`config.mk`:
```
export PLATFORM = sky130hd
export DESIGN_NAME = stack_alu_sequencer
export DESIGN_NICKNAME = d
export VERILOG_FILES = /design/src/rtl/stack_alu_sequencer.sv
export SDC_FILE = /design/constraint.sdc
export NUM_CORES = 1
export LEC_CHECK = 0
export CORE_MARGIN = 2
export CORE_UTILIZATION = 51
export DETAILED_ROUTE_END_ITERATION = 8
export GPL_ROUTABILITY_DRIVEN = 0
export GPL_TIMING_DRIVEN = 1
export PLACE_DENSITY_LB_ADDON = 0.08
export RECOVER_POWER = 50
export SYNTH_ARGS = -nofsm -noshare
export SYNTH_HDL_FRONTEND = slang
export SYNTH_SLANG_ARGS = --single-unit
```
`constraint.sdc`:
```
create_clock -name clk -period 2.55 [get_ports clk]
set_input_delay 0.51 -clock clk [delete_from_list [all_inputs] [get_ports clk]]
set_output_delay 0.51 -clock clk [all_outputs]
set_load 0.03 [all_outputs]
```
`src/rtl/stack_alu_sequencer.sv`:
```
// ============================================================================
// Module     : stack_alu_sequencer
// Description: Operand stack and sequencer for an external 8-bit stack ALU.
//              Optional DUP command is built when STACK_DUP_EN is defined.
// Revision   : 1.0
// ============================================================================
`default_nettype none

module stack_alu_sequencer #(
  parameter int W     = 8,
  parameter int DEPTH = 16
) (
  input  logic                       clk,
  input  logic                       rst,
  input  logic                       cmd_valid_i,
  output logic                       cmd_ready_o,
  input  logic [2:0]                 cmd_op_i,
  input  logic [W-1:0]               cmd_data_i,
  input  logic [2:0]                 cmd_fn_i,
  input  logic                       cmd_arg_cnt_i,
  output logic [W-1:0]               alu_a_o,
  output logic [W-1:0]               alu_b_o,
  output logic [2:0]                 alu_fn_sel_o,
  output logic                       alu_arg_cnt_o,
  input  logic [W-1:0]               alu_q_i,
  output logic [W-1:0]               tos_o,
  output logic [$clog2(DEPTH+1)-1:0] depth_o,
  output logic                       empty_o,
  output logic                       full_o,
  output logic                       pop_valid_o,
  output logic [W-1:0]               pop_data_o,
  output logic                       err_ovf_o,
  output logic                       err_unf_o
);

  localparam int c_dw = $clog2(DEPTH + 1);
  localparam int c_rw = DEPTH - 1;
  localparam int c_aw = (c_rw > 1) ? $clog2(c_rw) : 1;
  localparam logic [c_dw-1:0] c_full = c_dw'(DEPTH);

  localparam logic [2:0] c_op_clr  = 3'b000;
  localparam logic [2:0] c_op_push = 3'b001;
  localparam logic [2:0] c_op_pop  = 3'b010;
  localparam logic [2:0] c_op_alu  = 3'b011;
`ifdef STACK_DUP_EN
  localparam logic [2:0] c_op_dup  = 3'b100;
`endif

  typedef enum logic [0:0] {S_IDLE = 1'b0, S_LOAD = 1'b1} state_t;

  state_t          state_q, state_d;
  logic [c_dw-1:0] depth_q, depth_d;
  logic [W-1:0]    tos_q, tos_d;
  logic            pop_valid_q, pop_valid_d;
  logic [W-1:0]    pop_data_q, pop_data_d;
  logic            err_ovf_q, err_ovf_d;
  logic            err_unf_q, err_unf_d;
  logic            bin_q, bin_d;
  logic [2:0]      fn_q, fn_d;
  logic            arg_q, arg_d;
  logic [W-1:0]    rd_data_q;
  logic [W-1:0]    mem_q [c_rw];

  logic            w_push_req;
  logic [W-1:0]    w_push_val;
  logic            w_wr_en;
  logic            w_rd_en;
  logic [c_aw-1:0] w_wr_addr;
  logic [c_aw-1:0] w_rd_addr;

  // Old TOS spills to ram[depth-1]; NOS lives at ram[depth-2].
  assign w_wr_addr = c_aw'(depth_q - c_dw'(1));
  assign w_rd_addr = c_aw'(depth_q - c_dw'(2));

  always_comb begin
    state_d       = state_q;
    depth_d       = depth_q;
    tos_d         = tos_q;
    pop_valid_d   = 1'b0;
    pop_data_d    = pop_data_q;
    err_ovf_d     = err_ovf_q;
    err_unf_d     = err_unf_q;
    bin_d         = bin_q;
    fn_d          = fn_q;
    arg_d         = arg_q;
    w_push_req    = 1'b0;
    w_push_val    = cmd_data_i;
    w_wr_en       = 1'b0;
    w_rd_en       = 1'b0;
    alu_a_o       = tos_q;
    alu_b_o       = tos_q;
    alu_fn_sel_o  = cmd_fn_i;
    alu_arg_cnt_o = cmd_arg_cnt_i;

    case (state_q)
      S_IDLE: begin
        if (cmd_valid_i) begin
          case (cmd_op_i)
            c_op_clr: begin
              err_ovf_d = 1'b0;
              err_unf_d = 1'b0;
            end
            c_op_push: w_push_req = 1'b1;
`ifdef STACK_DUP_EN
            c_op_dup: begin
              if (depth_q == '0) begin
                err_unf_d = 1'b1;
              end else begin
                w_push_req = 1'b1;
                w_push_val = tos_q;
              end
            end
`endif
            c_op_pop: begin
              if (depth_q == '0) begin
                err_unf_d = 1'b1;
              end else begin
                pop_data_d  = tos_q;
                pop_valid_d = 1'b1;
                depth_d     = depth_q - c_dw'(1);
                if (depth_q != c_dw'(1)) begin
                  state_d = S_LOAD;
                  bin_d   = 1'b0;
                  w_rd_en = 1'b1;
                end
              end
            end
            c_op_alu: begin
              if (!cmd_arg_cnt_i) begin
                if (depth_q == '0) err_unf_d = 1'b1;
                else               tos_d     = alu_q_i;
              end else if (depth_q < c_dw'(2)) begin
                err_unf_d = 1'b1;
              end else begin
                state_d = S_LOAD;
                bin_d   = 1'b1;
                fn_d    = cmd_fn_i;
                arg_d   = cmd_arg_cnt_i;
                w_rd_en = 1'b1;
              end
            end
            default: ;
          endcase
        end
      end
      S_LOAD: begin
        alu_a_o       = rd_data_q;
        alu_fn_sel_o  = fn_q;
        alu_arg_cnt_o = arg_q;
        state_d       = S_IDLE;
        if (bin_q) begin
          tos_d   = alu_q_i;
          depth_d = depth_q - c_dw'(1);
        end else begin
          tos_d = rd_data_q;
        end
      end
      default: state_d = S_IDLE;
    endcase

    if (w_push_req) begin
      if (depth_q == c_full) begin
        err_ovf_d = 1'b1;
      end else begin
        w_wr_en = (depth_q != '0);
        tos_d   = w_push_val;
        depth_d = depth_q + c_dw'(1);
      end
    end
  end

  always_ff @(posedge clk) begin
    if (rst) begin
      state_q     <= S_IDLE;
      depth_q     <= '0;
      tos_q       <= '0;
      pop_valid_q <= 1'b0;
      pop_data_q  <= '0;
      err_ovf_q   <= 1'b0;
      err_unf_q   <= 1'b0;
      bin_q       <= 1'b0;
      fn_q        <= 3'b000;
      arg_q       <= 1'b0;
    end else begin
      state_q     <= state_d;
      depth_q     <= depth_d;
      tos_q       <= tos_d;
      pop_valid_q <= pop_valid_d;
      pop_data_q  <= pop_data_d;
      err_ovf_q   <= err_ovf_d;
      err_unf_q   <= err_unf_d;
      bin_q       <= bin_d;
      fn_q        <= fn_d;
      arg_q       <= arg_d;
    end
  end

  // Stack RAM: contents survive reset, read data registered at the accept edge.
  always_ff @(posedge clk) begin
    if (w_wr_en) mem_q[w_wr_addr] <= tos_q;
    if (w_rd_en) rd_data_q <= mem_q[w_rd_addr];
  end

  assign cmd_ready_o = (state_q == S_IDLE);
  assign tos_o       = tos_q;
  assign depth_o     = depth_q;
  assign empty_o     = (depth_q == '0);
  assign full_o      = (depth_q == c_full);
  assign pop_valid_o = pop_valid_q;
  assign pop_data_o  = pop_data_q;
  assign err_ovf_o   = err_ovf_q;
  assign err_unf_o   = err_unf_q;

endmodule

`default_nettype wire

```
== After elaboration in Yosys (flattened, before gate mapping) ==
Memories as Yosys holds them, arrays and structs flattened. A register that Yosys moved wholly into a read port is not among the register bits.
Cells that the tools add are included.
W data, S select, Z words.
Operators by class
  $add $sub $neg: 3
  multipliers: 0
  divide/modulo/power cells: 0
  $lt $le $gt $ge: 1
  equal/unequal tests: 10
  shift operators: 0
  mux-type cells: 48
  bitwise operators: 5
  reduce and logical (&&, ||, !) cells: 10
Operators by type and width (number)
  $mux W8: 8
  $mux W5: 6
  $mux W1: 27
  $pmux W8 S2: 1
  $pmux W5 S2: 1
  $ne A2 B2 Y1 const B: 4
  $reduce_and A4 Y1: 2
  $reduce_and A7 Y1: 1
  $eq A3 B2 Y1 const B: 2
  $pmux W1 S2: 3
  $add A5 B1 Y5 const B: 1
  $eq A5 B5 Y1 const B: 1
  $logic_not A5 Y1: 1
  $lt A5 B2 Y1 const B: 1
  $ne A5 B1 Y1 const B: 1
  $not A1 Y1: 5
  $reduce_and A5 Y1: 1
  $reduce_bool A5 Y1: 1
  $sub A5 B1 Y5 const B: 1
  $reduce_or A4 Y1: 1
  $sub A4 B2 Y4 const B: 1
  $eq A3 B1 Y1 const B: 1
  $logic_not A3 Y1: 1
  $mux W3: 1
  4 further kinds: 4
Storage, ports and cells
  register bits after elaboration: 30
  bits in latches: 0
  RAM bits: 120
  ROM bits: 0
  bits of input ports: 26
  memories: 1
Memories
  mem_q: depth 15, bits a word 8, read ports 1, clocked after memory_dff 1, write ports 1, line 62  | logic [W-1:0] mem_q [c_rw];

== Depth between registers and ports, before layout ==
Gate-level depths: netlist of run 1.
  depth in word-level cells: 8
  gate-level depth with buffers: 10
  depth with buffers taken out: 6

== Least setup slack after synthesis of run 1 ==
Ideal clock, no wire load.
  path type: reg2reg
  start: register depth_q[0], in the netlist depth_o[0]
  end: memory mem_q[10][0] (enable)
  setup time: 370 ps
  arrival time: 2663 ps
  setup slack: -483 ps
  cell stages (with the launch flop): 10
  path buffers: 3
  clock period less this slack: 3033 ps
  path through: dfxtp_1 buf_4 buf_4 buf_2 inv_1 ha_1 nor2b_1 a211oi_1 nand2_1 nor2_1
Between the ends
  cells in the longest elaborated chain, start to end: 5
  elaborated cells on any way between the ends: 7
RTL lines
  from (decl): line 52  | logic [c_dw-1:0] depth_q, depth_d;
  from (signal assigned): line 186  | depth_q <= depth_d;
  $eq A5 B5 Y1 / $reduce_bool A5 Y1 (equally long branches): line 162, 165
  $mux W1: line 162  | if (depth_q == c_full) begin
  $mux W1: line 161  | if (w_push_req) begin
  $mux W1: line 200  | if (w_wr_en) mem_q[w_wr_addr] <= tos_q;
  $mux W1 (implied by the code): line 200
  to (decl): line 62
Several ways; a longest one is shown, not always the timed one.

== Worst setup path in the final report of run 1 ==
  start: register tos_q[5], in the netlist alu_b_o[5]
  end: output port tos_o[5]
RTL lines
  from (decl): line 53  | logic [W-1:0] tos_q, tos_d;
  from (signal assigned): line 187  | tos_q <= tos_d;
  to (decl): line 26  | output logic [W-1:0] tos_o,
No word-level cell between the ends.

==> summary.txt, run 1 <==
Run status
  • Status: completed

Die
  • Chip height: ~120 µm
  • FP Rows: between 40 and 50
  • Core area: ~13000 µm²
  • Number of I/O pins: 73
  • Die X: approximately 120 µm
  • Die area: 14500 µm²
  • Starting Density: 0.523

Setup path
  • Reg2reg start: depth_o[1]
  • Worst Path Arrival: roughly 2000 ps
  • Critical path class: reg -> out
  • Crit Reg-Reg Endpoint: rd_data_q[1]
  • CP startpoint kind: register
  • Reg2reg setup slack: 310 ps
  • Crit path required time: slightly above 2000 ps
  • CP Capture Type: output port
  • Peak fanout along the critical path: 7
  • R2R cell count: 5

Clock network
  • Clock Latency Late Sink: ~420 ps
  • Post-CTS Hold Buffers: 0
  • Clock-pin transition on the worst setup and hold timing paths: 70 ps
  • CTS tree: done
  • CTS Sinks: around 160
  • Num CTS Buffers: 17
  • H-tree depth: 4
  • Max clock buf depth: 2
  • Root Buffer: clkbuf_16

Synthesis
  • Count of flip-flops with a built-in enable after synthesis: ~130
  • Synthesized area: ~7000 µm²
  • Post-synth top flop: edfxtp_1
  • Largest family of logic cells by synthesized area: multiplexers
  • Synth Area in XOR/XNOR: 0.0101
  • Ys Warns: 0
  • Synth cell types: 54
  • Ys async rst share: 0
  • Synth top area cells: edfxtp_1, dfxtp_1, mux4_2, mux2i_1, mux2_2
  • Mean Syn Cell Area: around 15 µm²
  • Synth Net Count: 498
  • Sequential area share after synthesis: 0.641
  • Compound-cell area share of the yosys netlist: 0.0672
  • Top-area cell type share of the netlist area: 0.555
  • Synth Area in Adders: 0.0163
  • Synth Area in Simple Gates: 0.0825
  • Multiplexer share of the synthesized area: 0.150
  • Yosys top cell by area: edfxtp_1
  • Register bit total from synthesis: roughly 160
  • Mapped Cells: ~460

Placed design
  • Port Buffer Count: between 70 and 80
  • Place WS: -72.2 ps
  • HPWL Detailed: between 10 and 15 mm

Route
  • Detail Route Antenna Nets: 0
  • Initial DRC Count: between 300 and 400
  • Vias/cell: roughly 5.8
  • Drc violations: 0
  • Final WL: ~17 mm
  • Routed length per instance: 22.1 µm
  • Routed vias: about 4400
  • First-pass DRT Iterations: 5

Power and ir drop
  • Reg power frac: 0.493
  • P_int: 4.31 mW
  • Sw power: around 1.4 mW
  • Pwr per Cell Area: approximately 660 nW/µm²
  • Clock power frac: 0.419
  • Combinational share of power: 0.088
  • VDD IR max: about 0.74 mV
  • Tot Pwr: 5.72 mW
  • Sw Share: 0.247
  • Leakage: 2.92 nW

Min path
  • Min-Delay Endpoint: err_ovf_o
  • Hold path start: err_ovf_o
  • Worst min path class: reg -> reg
  • Worst Hold Path Cells: 2

Global routing
  • Met2 Use GR: 0.387
  • Met3 usage in global routing: 0.0547
  • Gr usage total: 0.247
  • Total gr overflow: 0
  • Most Crowded Layer GR: met2
  • M1 GR Usage: 0.340
  • Initial antenna violation count: 0
  • First-pass GRT wire length: around 26 mm
  • Vias in the first global route: 4431
  • Pin count of the biggest net entering global routing: 38

Timing
  • Final min period: approximately 2500 ps
  • Max Clock Freq: 401 MHz
  • Final period util: 0.979
  • Max Slew Vio Count: 0
  • Post-Route Skew: 12.2 ps
  • Final Hold Viols: 0
  • Hold WS: slightly below 500 ps
  • Final setup vio count: 0
  • Relative slew margins: 0.405
  • Setup TNS: 0 ps
  • Unrepaired setup endpoints after global routing: false
  • Worst setup margin: between 50 and 60 ps
  • Worst slew pin tran: 892 ps

Layout
  • Share of cells above drive strength 1: 0.246
  • Most common cell after layout, fill and taps aside: edfxtp_1
  • Fillers: approximately 1000
  • Synth-to-layout area growth: 25.3%
  • Multi-input gate area: around 2300 µm²
  • Most frequent cells in the layout: edfxtp_1, clkdlybuf4s50_1, buf_4
  • Sequential cell area: 4450 µm²
  • Final nets: 604
  • Ant diodes: 0

Job
  • Max Cap Viol: 0
metal layers:
metal,wire length (µm),share of wire,vias up
li1,-,-,2012
met1,7150,0.43,2194
met2,8170,0.49,145
met3,1040,0.062,23
met4,362,0.022,0
met5,0,0,-
registers in the layout, indices dropped and copies added (netlist names):
| register | count |
|---|---|
| bin_q | 1 |
| err_ovf_o | 1 |
| depth_o | 5 |
| state_q | 1 |
| pop_valid_o | 1 |
| pop_data_o | 8 |
| mem_q | 120 |
| arg_q | 1 |
| err_unf_o | 1 |
| rd_data_q | 8 |
| fn_q | 3 |
| alu_b_o | 8 |
stage by stage:
stage	instances	utilization	cell area, µm²
after global routing	758	0.655	8680
after floorplan	463	-	7040
after CTS	758	0.661	8750
after detailed placement	726	0.617	8180
after global placement	726	0.617	8180
final	758	0.655	8680
kinds of logic (layout without fill, tap and decap cells):
kind of cell,count (synthesis),after routing
xor gates and xnor gates,8,8
muxes,71,71
adders and majority gates,9,9
buffers and inverters,44,163
AOI/OAI and AO/OA,65,65
DFF,158,158
and+or+nand+nor,108,108
synth_stat cells (2+ instances only):
library cell,n
edfxtp_1,128
nor2_1,44
dfxtp_1,30
mux2i_1,27
mux4_2,24
a21oi_1,21
mux2_2,20
nand3_1,18
a211oi_1,17
clkbuf_1,17
nand2_1,15
buf_4,11
ha_1,9
a311oi_1,8
nor3_1,8
inv_1,6
xnor2_1,6
buf_2,5
a21o_1,3
nor4_1,3
o31ai_1,3
a311oi_2,2
buf_6,2
clkinv_1,2
nor2b_1,2
o21a_1,2
o21ai_0,2
xor2_1,2
how the worst max path moves through the flow:
stage / startpoint / endpoint / slack, ps / depth (start not counted)
floorplan: depth_o[0] / mem_q[0][0] / -20 / 9
global placement: cmd_op_i[2] / mem_q[8][3] / -60 / 7
detailed placement: cmd_valid_i / mem_q[8][2] / -70 / 7
CTS: depth_o[0] / depth_o[0] / 20 / 2
finish: alu_b_o[5] / tos_o[5] / 50 / 2
global route: state_q / alu_a_o[1] / 6 / 3
cell type report:
class,count,area share
clock inverter,15,0.0173
multi-input combinational,261,0.266
tap,176,0.0254
inverter,8,0.00346
clock buffer,17,0.0490
timing repair buffer,123,0.126
sequential,158,0.513
power groups by stage:
stage          clock [mW]  sequential (mW)  combinational, mW
6_report             2.40             2.82              0.505
3_3_place_gp            0             2.87              0.513
5_1_grt              2.55             2.82              0.541
2_1_floorplan           0             2.90              0.274
4_1_cts              2.45             2.82              0.520
3_5_place_dp            0             2.87              0.518
critical path, stage by stage (launching register included):
cell and delay, ps:
dfxtp_1 480, clkbuf_1 340, clkdlybuf4s50_1 740
repair_timing:
item	CTS	global route
setup endpoints to repair	1	7
hold endpoints to repair	0	0
gates resized for setup	1	7
buffers inserted	0	0
No activity file was read; power rests on OpenSTA's default activity.
==> inputs of run 2 (changes only) <==
--- a/config.mk
+++ b/config.mk
@@ -10,7 +10,7 @@
 export DETAILED_ROUTE_END_ITERATION = 8
 export GPL_ROUTABILITY_DRIVEN = 0
 export GPL_TIMING_DRIVEN = 1
-export PLACE_DENSITY_LB_ADDON = 0.08
+export PLACE_DENSITY_LB_ADDON = 0.3
 export RECOVER_POWER = 50
 export SYNTH_ARGS = -nofsm -noshare
 export SYNTH_HDL_FRONTEND = slang
==> run 2 against run 1 <==
Clock skew hardly changed. Worst hold slack worse by 17 ps. Clock-buffer cell count unchanged. Highest routed layer unchanged. Combinational power hardly changed. Core utilization increased by 0.50 points. Wire length rose by 3.1%. Cell count increased by 0.13%. Die area unchanged. Global-route usage rose by 0.57 points. Via count increased by 2.9%. Largest cell class unchanged. Critical path type unchanged. Maximum frequency rose by 2.4%.
==> summary.txt, run 2 (synthesized netlist as in run 1, its figures left out) <==
Die
  • Starting Density: 0.523 (unchanged)
  • Die X: 121 µm (unchanged)
  • FP Rows: 42 (unchanged)
  • Core area: 13200 µm² (unchanged)
  • Number of I/O pins: 73 (unchanged)
  • Die area: 14500 µm² (unchanged)
  • Chip height: 121 µm (unchanged)

Setup path
  • CP startpoint kind: register
  • Worst Path Arrival: 1930 ps (-60 ps)
  • Crit path required time: 2040 ps (about the same)
  • Reg2reg start: depth_o[2]
  • CP startpoint: depth_o[1]
  • Critical path class: reg -> out
  • Peak fanout along the critical path: 37 (+30)
  • CP Capture Type: output port

Layout
  • Multi-input gate area: 2330 µm² (+0.76%)
  • Largest Register: mem_q
  • Most common cell after layout, fill and taps aside: edfxtp_1
  • Sequential cell area: 4450 µm² (about the same)
  • Share of cells above drive strength 1: 0.247 (+0.00129)
  • Final nets: 605 (+0.17%)
  • Most frequent cells in the layout: edfxtp_1, clkdlybuf4s50_1, buf_4
  • Synth-to-layout area growth: 26.2%
  • Ant diodes: 0 (unchanged)
  • Layout Cells excl Fill: 759 (+0.13%)
  • Max FFs per register: 120 (unchanged)
  • Fillers: 971 (-1.9%)

Placed design
  • Port Buffer Count: 72 (unchanged)
  • Place WS: -138 ps (-65.7 ps)
  • Placed insts: 727 (+0.14%)
  • HPWL Detailed: 11.5 mm (-4.7%)

Clock network
  • CTS tree: done
  • Num CTS Buffers: 17 (unchanged)
  • CTS Sinks: 158 (unchanged)
  • H-tree depth: 4 (unchanged)
  • Post-CTS Hold Buffers: 0 (unchanged)
  • Root Buffer: clkbuf_16
  • Clock-pin transition on the worst setup and hold timing paths: 60 ps (about the same)
  • Clock Latency Late Sink: 430 ps (about the same)
  • Setup Fix Bufs, Post-CTS: 0 (unchanged)
  • Max clock buf depth: 2 (unchanged)

Run status
  • Status: completed

Min path
  • Hold path start: arg_q
  • Worst min path class: reg -> reg

Timing
  • Final Hold Viols: 0 (unchanged)
  • Post-Route Skew: 12.2 ps (+0.0220 ps)
  • Final min period: 2440 ps (-58.9 ps)
  • Worst setup margin: 112 ps (+58.9 ps)
  • Final setup vio count: 0 (unchanged)
  • Max Clock Freq: 410 MHz (+2.4%)
  • Setup TNS: 0 ps (unchanged)
  • Final period util: 0.956 (-0.0231)
  • Relative slew margins: 0.244 (-0.161)
  • Max Slew Vio Count: 0 (unchanged)
  • Unrepaired setup endpoints after global routing: false
  • Worst slew pin tran: 1130 ps (+242 ps)

Route
  • Final WL: 17.2 mm (+3.1%)
  • Vias/cell: 5.93 (+2.7%)
  • Initial DRC Count: 465 (+31%)
  • First-pass DRT Iterations: 5 (unchanged)
  • Routed length per instance: 22.7 µm (+2.9%)
  • Drc violations: 0 (unchanged)
  • Detail Route Antenna Nets: 0 (unchanged)
  • Routed vias: 4500 (+2.9%)

Job
  • Max Cap Viol: 0 (unchanged)

Global routing
  • Initial antenna violation count: 0 (unchanged)
  • Vias in the first global route: 4565 (+3.0%)
  • Pin count of the biggest net entering global routing: 41 (+7.9%)
  • Gr usage total: 0.253 (+0.00573)
  • First-pass GRT wire length: 26.8 mm (+3.7%)
  • Total gr overflow: 0 (unchanged)

Power and ir drop
  • VDD IR max: 0.589 mV (-20%)
  • Leakage: 2.94 nW (+0.64%)
  • Pwr per Cell Area: 694 nW/µm² (+5.3%)
==> run 2: changes by cell type in the layout (fill, tap and decap cells not counted), sizes merged, moves of 3 or more <==
cell | before | now
clkinv | 6 | 9
inv | 15 | 7
dlygate4sd2 | 1 | 7
bufinv | 0 | 5
clkdlybuf4s50 | 52 | 47
==> run 2: worst paths after layout <==
kind,to,slack (ps),cells after the start
min,arg_q,470,2
max,depth_o[1],110,2
max reg2reg,mem_q[11][2],250,6
min reg2reg,arg_q,470,2
==> run 2: worst max-delay path, stage by stage, from the launching register on <==
cell,delay (ps)
dfxtp_2,320
buf_4,400
clkdlybuf4s50_1,780
==> run 2: final cells by class <==
class | instances | share of cell area
inverters | 8 | 0.00343
clock inverters | 15 | 0.0250
repair buffers | 124 | 0.122
flip-flops and latches | 158 | 0.509
clock buffers | 17 | 0.0486
well taps | 176 | 0.0252
multi-input cells | 261 | 0.266
==> run 2: per-stage QoR <==
stage                      util  instance area, µm²  hold WS, ps  total power [mW]
after global placement    0.618                8180          452              3.38
after global routing      0.660                8750          506              6.22
after CTS                 0.666                8820          473              6.11
final                     0.660                8750          473              6.07
after detailed placement  0.618                8180          458              3.39
after floorplan               -                7040          435              3.17
==> run 2: repair_timing <==
item                                    4_1_cts  5_1_grt
endpoints found under the setup margin        7       12
resized for setup                             7        5
pin swaps                                     0        0
==> run 2: routing by layer <==
metal | wire [µm] | track usage | vias to the layer above
li1 | - | - | 2009
met1 | 7240 | 0.360 | 2257
met2 | 8130 | 0.382 | 198
met3 | 1380 | 0.0571 | 36
met4 | 495 | 0.0967 | 0
met5 | 0 | 0 | -
==> run 2: report_power, final <==
part / total, mW / internal, mW / switching, mW / leakage (nW)
Clock: 2.75 / 1.73 / 1.01 / 0.311
Sequential: 2.82 / 2.80 / 0.0222 / 1.39
Combinational: 0.504 / 0.207 / 0.297 / 1.24
==> inputs of run 3 (changes only) <==
--- a/config.mk
+++ b/config.mk
@@ -5,6 +5,7 @@
 export SDC_FILE = /design/constraint.sdc
 export NUM_CORES = 1
 export LEC_CHECK = 0
+export ABC_AREA = 1
 export CORE_MARGIN = 2
 export CORE_UTILIZATION = 51
 export DETAILED_ROUTE_END_ITERATION = 8
==> run 3 against run 2 <==
Cell count up 26%. Total power down 3.7%. Clock power fell by 13%. Synthesized cell count rose by 46%. Critical path type unchanged. Largest power group unchanged.
==> summary.txt, run 3 <==
Run status
  • Status: completed

Synthesis
  • Mapped Cells: 674 (+46%)
  • Post-synth top cells: edfxtp_1, nor2_1, o21ai_0
  • Synthesized area: 7010 µm² (+1.2%)
  • Mean Syn Cell Area: 10.4 µm² (-31%)
  • Synth Area in XOR/XNOR: 0.00750 (-0.00261)
  • Post-synth top flop: edfxtp_1
  • Top-area cell type share of the netlist area: 0.548 (-0.00634)
  • Largest family of logic cells by synthesized area: simple AND/OR/NAND/NOR gates
  • Synth top area cells: edfxtp_1, dfxtp_1, nor2_1, o21ai_0, nand2_1
  • Synth cell types: 29 (-46%)
  • Count of flip-flops with a built-in enable after synthesis: 128 (unchanged)
  • Synth Area in Adders: 0.0161 (-0.000186)
  • Synth Net Count: 709 (+42%)
  • Synth Area in Simple Gates: 0.152 (+0.0690)
  • Compound-cell area share of the yosys netlist: 0.124 (+0.0572)
  • Multiplexer share of the synthesized area: 0 (-0.150)
  • Sequential area share after synthesis: 0.634 (-0.00733)
  • Ys Warns: 0 (unchanged)
  • Ys async rst share: 0 (unchanged)
  • Most common cell in the synthesized netlist: edfxtp_1
  • Register bit total from synthesis: 158 (unchanged)
  • Yosys top cell by area: edfxtp_1

Layout
  • Largest Register: mem_q
  • Final nets: 802 (+33%)
  • Ant diodes: 0 (unchanged)
  • Most frequent cells in the layout: edfxtp_1, nor2_1, o21ai_0
  • Max FFs per register: 120 (unchanged)
  • Synth-to-layout area growth: 22.2%
  • Multi-input gate area: 2070 µm² (-11%)
  • Fillers: 1052 (+8.3%)
  • Sequential cell area: 4450 µm² (about the same)
  • Share of cells above drive strength 1: 0.103 (-0.144)
  • Most common cell after layout, fill and taps aside: edfxtp_1
  • Design area: 8560 µm² (-2.1%)

Global routing
  • Vias in the first global route: 5084 (+11%)
  • Pin count of the biggest net entering global routing: 59 (+44%)
  • Total gr overflow: 0 (unchanged)
  • Initial antenna violation count: 0 (unchanged)
  • Gr usage total: 0.246 (-0.00636)
  • First-pass GRT wire length: 26.8 mm (+0.21%)

Clock network
  • Post-CTS Hold Buffers: 0 (unchanged)
  • CTS tree: done
  • Root Buffer: clkbuf_16
  • Clock Latency Late Sink: 430 ps (about the same)
  • Clock-pin transition on the worst setup and hold timing paths: 60 ps (about the same)
  • H-tree depth: 4 (unchanged)
  • Max clock buf depth: 2 (unchanged)
  • CTS Sinks: 158 (unchanged)
  • Setup Fix Bufs, Post-CTS: 0 (unchanged)
  • Num CTS Buffers: 17 (unchanged)

Setup path
  • R2R cell count: 8 (+2)
  • Worst path cell trace: inv_1 > clkdlybuf4s50_1
  • Slowest CP cell: clkdlybuf4s50_1
  • Reg2reg setup slack: 220 ps (-30 ps)
  • CP startpoint kind: register
  • Top delay family on crit path: buffers and inverters
  • CP Capture Type: output port
  • Worst Path Arrival: 1950 ps (+20 ps)
  • Critical path class: reg -> out
  • Crit Reg-Reg Endpoint: mem_q[10][4]
  • Reg2reg start: state_q
  • CP peak stage delay: 760 ps (-20 ps)
  • Bufs and invs on worst path: 2 (unchanged)
  • Crit path required time: 2040 ps (about the same)
  • Peak fanout along the critical path: 16 (-57%)

Route
  • Detail Route Antenna Nets: 0 (unchanged)
  • Initial DRC Count: 593 (+28%)
  • Final WL: 17.5 mm (+1.7%)
  • First-pass DRT Iterations: 5 (unchanged)
  • Drc violations: 0 (unchanged)
  • Routed length per instance: 18.3 µm (-19%)
  • Vias/cell: 5.56 (-6.2%)
  • Routed vias: 5316 (+18%)

Die
  • Chip height: 121 µm (+0.56%)
  • Number of I/O pins: 73 (unchanged)
  • Core area: 13300 µm² (+0.79%)
  • Starting Density: 0.525 (+0.00188)
  • Die area: 14700 µm² (+1.1%)
  • FP Rows: 42 (unchanged)
  • Die X: 121 µm (+0.56%)

Placed design
  • Place WS: 67.9 ps (+206 ps)
  • HPWL Detailed: 11.9 mm (+3.5%)
  • Port Buffer Count: 72 (unchanged)
  • Post-DP Area: 8040 µm² (-1.7%)

Timing
  • Worst setup margin: 94.3 ps (-18.1 ps)
  • Final Hold Viols: 0 (unchanged)
  • Relative slew margins: 0.412 (+0.168)
  • Max Slew Vio Count: 0 (unchanged)
  • Final period util: 0.963 (+0.00711)
  • Hold WS: 440 ps (-32.4 ps)
  • Unrepaired setup endpoints after global routing: false
  • Worst slew pin tran: 882 ps (-252 ps)
  • Setup TNS: 0 ps (unchanged)
  • Final setup vio count: 0 (unchanged)
  • Final min period: 2460 ps (+18.1 ps)
  • Post-Route Skew: 10.3 ps (-1.93 ps)
  • Max Clock Freq: 407 MHz (-0.74%)

Power and ir drop
  • Leakage: 3.29 nW (+12%)
  • Tot Pwr: 5.85 mW (-3.7%)
  • VDD IR max: 0.576 mV (-2.2%)
  • Pwr per Cell Area: 683 nW/µm² (-1.6%)

Min path
  • Min-Delay Endpoint: err_unf_o
  • Worst min path class: reg -> reg
  • Hold path start: err_unf_o
  • Worst Hold Path Cells: 2 (unchanged)

Job
  • Max Cap Viol: 0 (unchanged)
-- run 3: cell types whose count changed after synthesis, sizes merged, moves of 10 or more --
cell and change:
inv +56, a311oi -10, mux2i -27, a211oi -17
nand4 +10, o21ai +85, nor2 +65, mux4 -24
mux2 -20, nand2 +62, nand3 +25, o211ai +33
-- run 3: logic make-up after synthesis --
logic type,Yosys count
flops,158
fa+ha+maj,9
compound gates,155
simple gates,243
xor+xnor,6
buf+inv,103
-- run 3: metrics by stage --
stage	utilization	std cells
after floorplan	-	674
after global routing	0.641	956
final	0.641	956
after CTS	0.645	956
after global placement	0.602	924
after detailed placement	0.602	924
-- run 3: tightest hold or removal path: stages, from the launching register on --
cell and delay, ps:
dfxtp_1 300, inv_1 40, a21oi_1 50
-- run 3: worst max path at each step --
stage                      startpoint               to  depth (start not counted)
after floorplan            depth_o[1]     mem_q[10][0]                          7
after global placement    cmd_valid_i     mem_q[10][6]                          8
after detailed placement  cmd_valid_i      mem_q[8][0]                          8
after CTS                  depth_o[0]           full_o                          5
after global routing          state_q  alu_fn_sel_o[1]                          4
final                         state_q      cmd_ready_o                          2
-- run 3: final cells by class --
class | count | share of cell area
Clock inverter | 15 | 0.0162
Tap cell | 176 | 0.0257
Inverter | 62 | 0.0272
Multi-Input combinational cell | 413 | 0.242
Clock buffer | 17 | 0.0497
Timing Repair Buffer | 115 | 0.120
Sequential cell | 158 | 0.519
-- run 3: timing repair --
item                                    4_1_cts  5_1_grt
endpoints found under the setup margin        6        4
gates resized for setup                       1        4
cloned                                        0        0
pin swaps                                     0        0
-- run 3: layer usage --
metal	wire length, µm	up-vias	GRT usage
li1	-	2527	-
met1	7320	2517	0.313
met5	0	-	0
met4	479	0	0.0977
met2	8430	234	0.410
met3	1310	38	0.0555
-- run 3: power breakdown --
part | switching (mW) | total [mW] | internal [mW]
registers | 0.0171 | 2.83 | 2.81
clock network | 1.05 | 2.40 | 1.36
logic | 0.408 | 0.619 | 0.211
total | 1.47 | 5.85 | 4.38
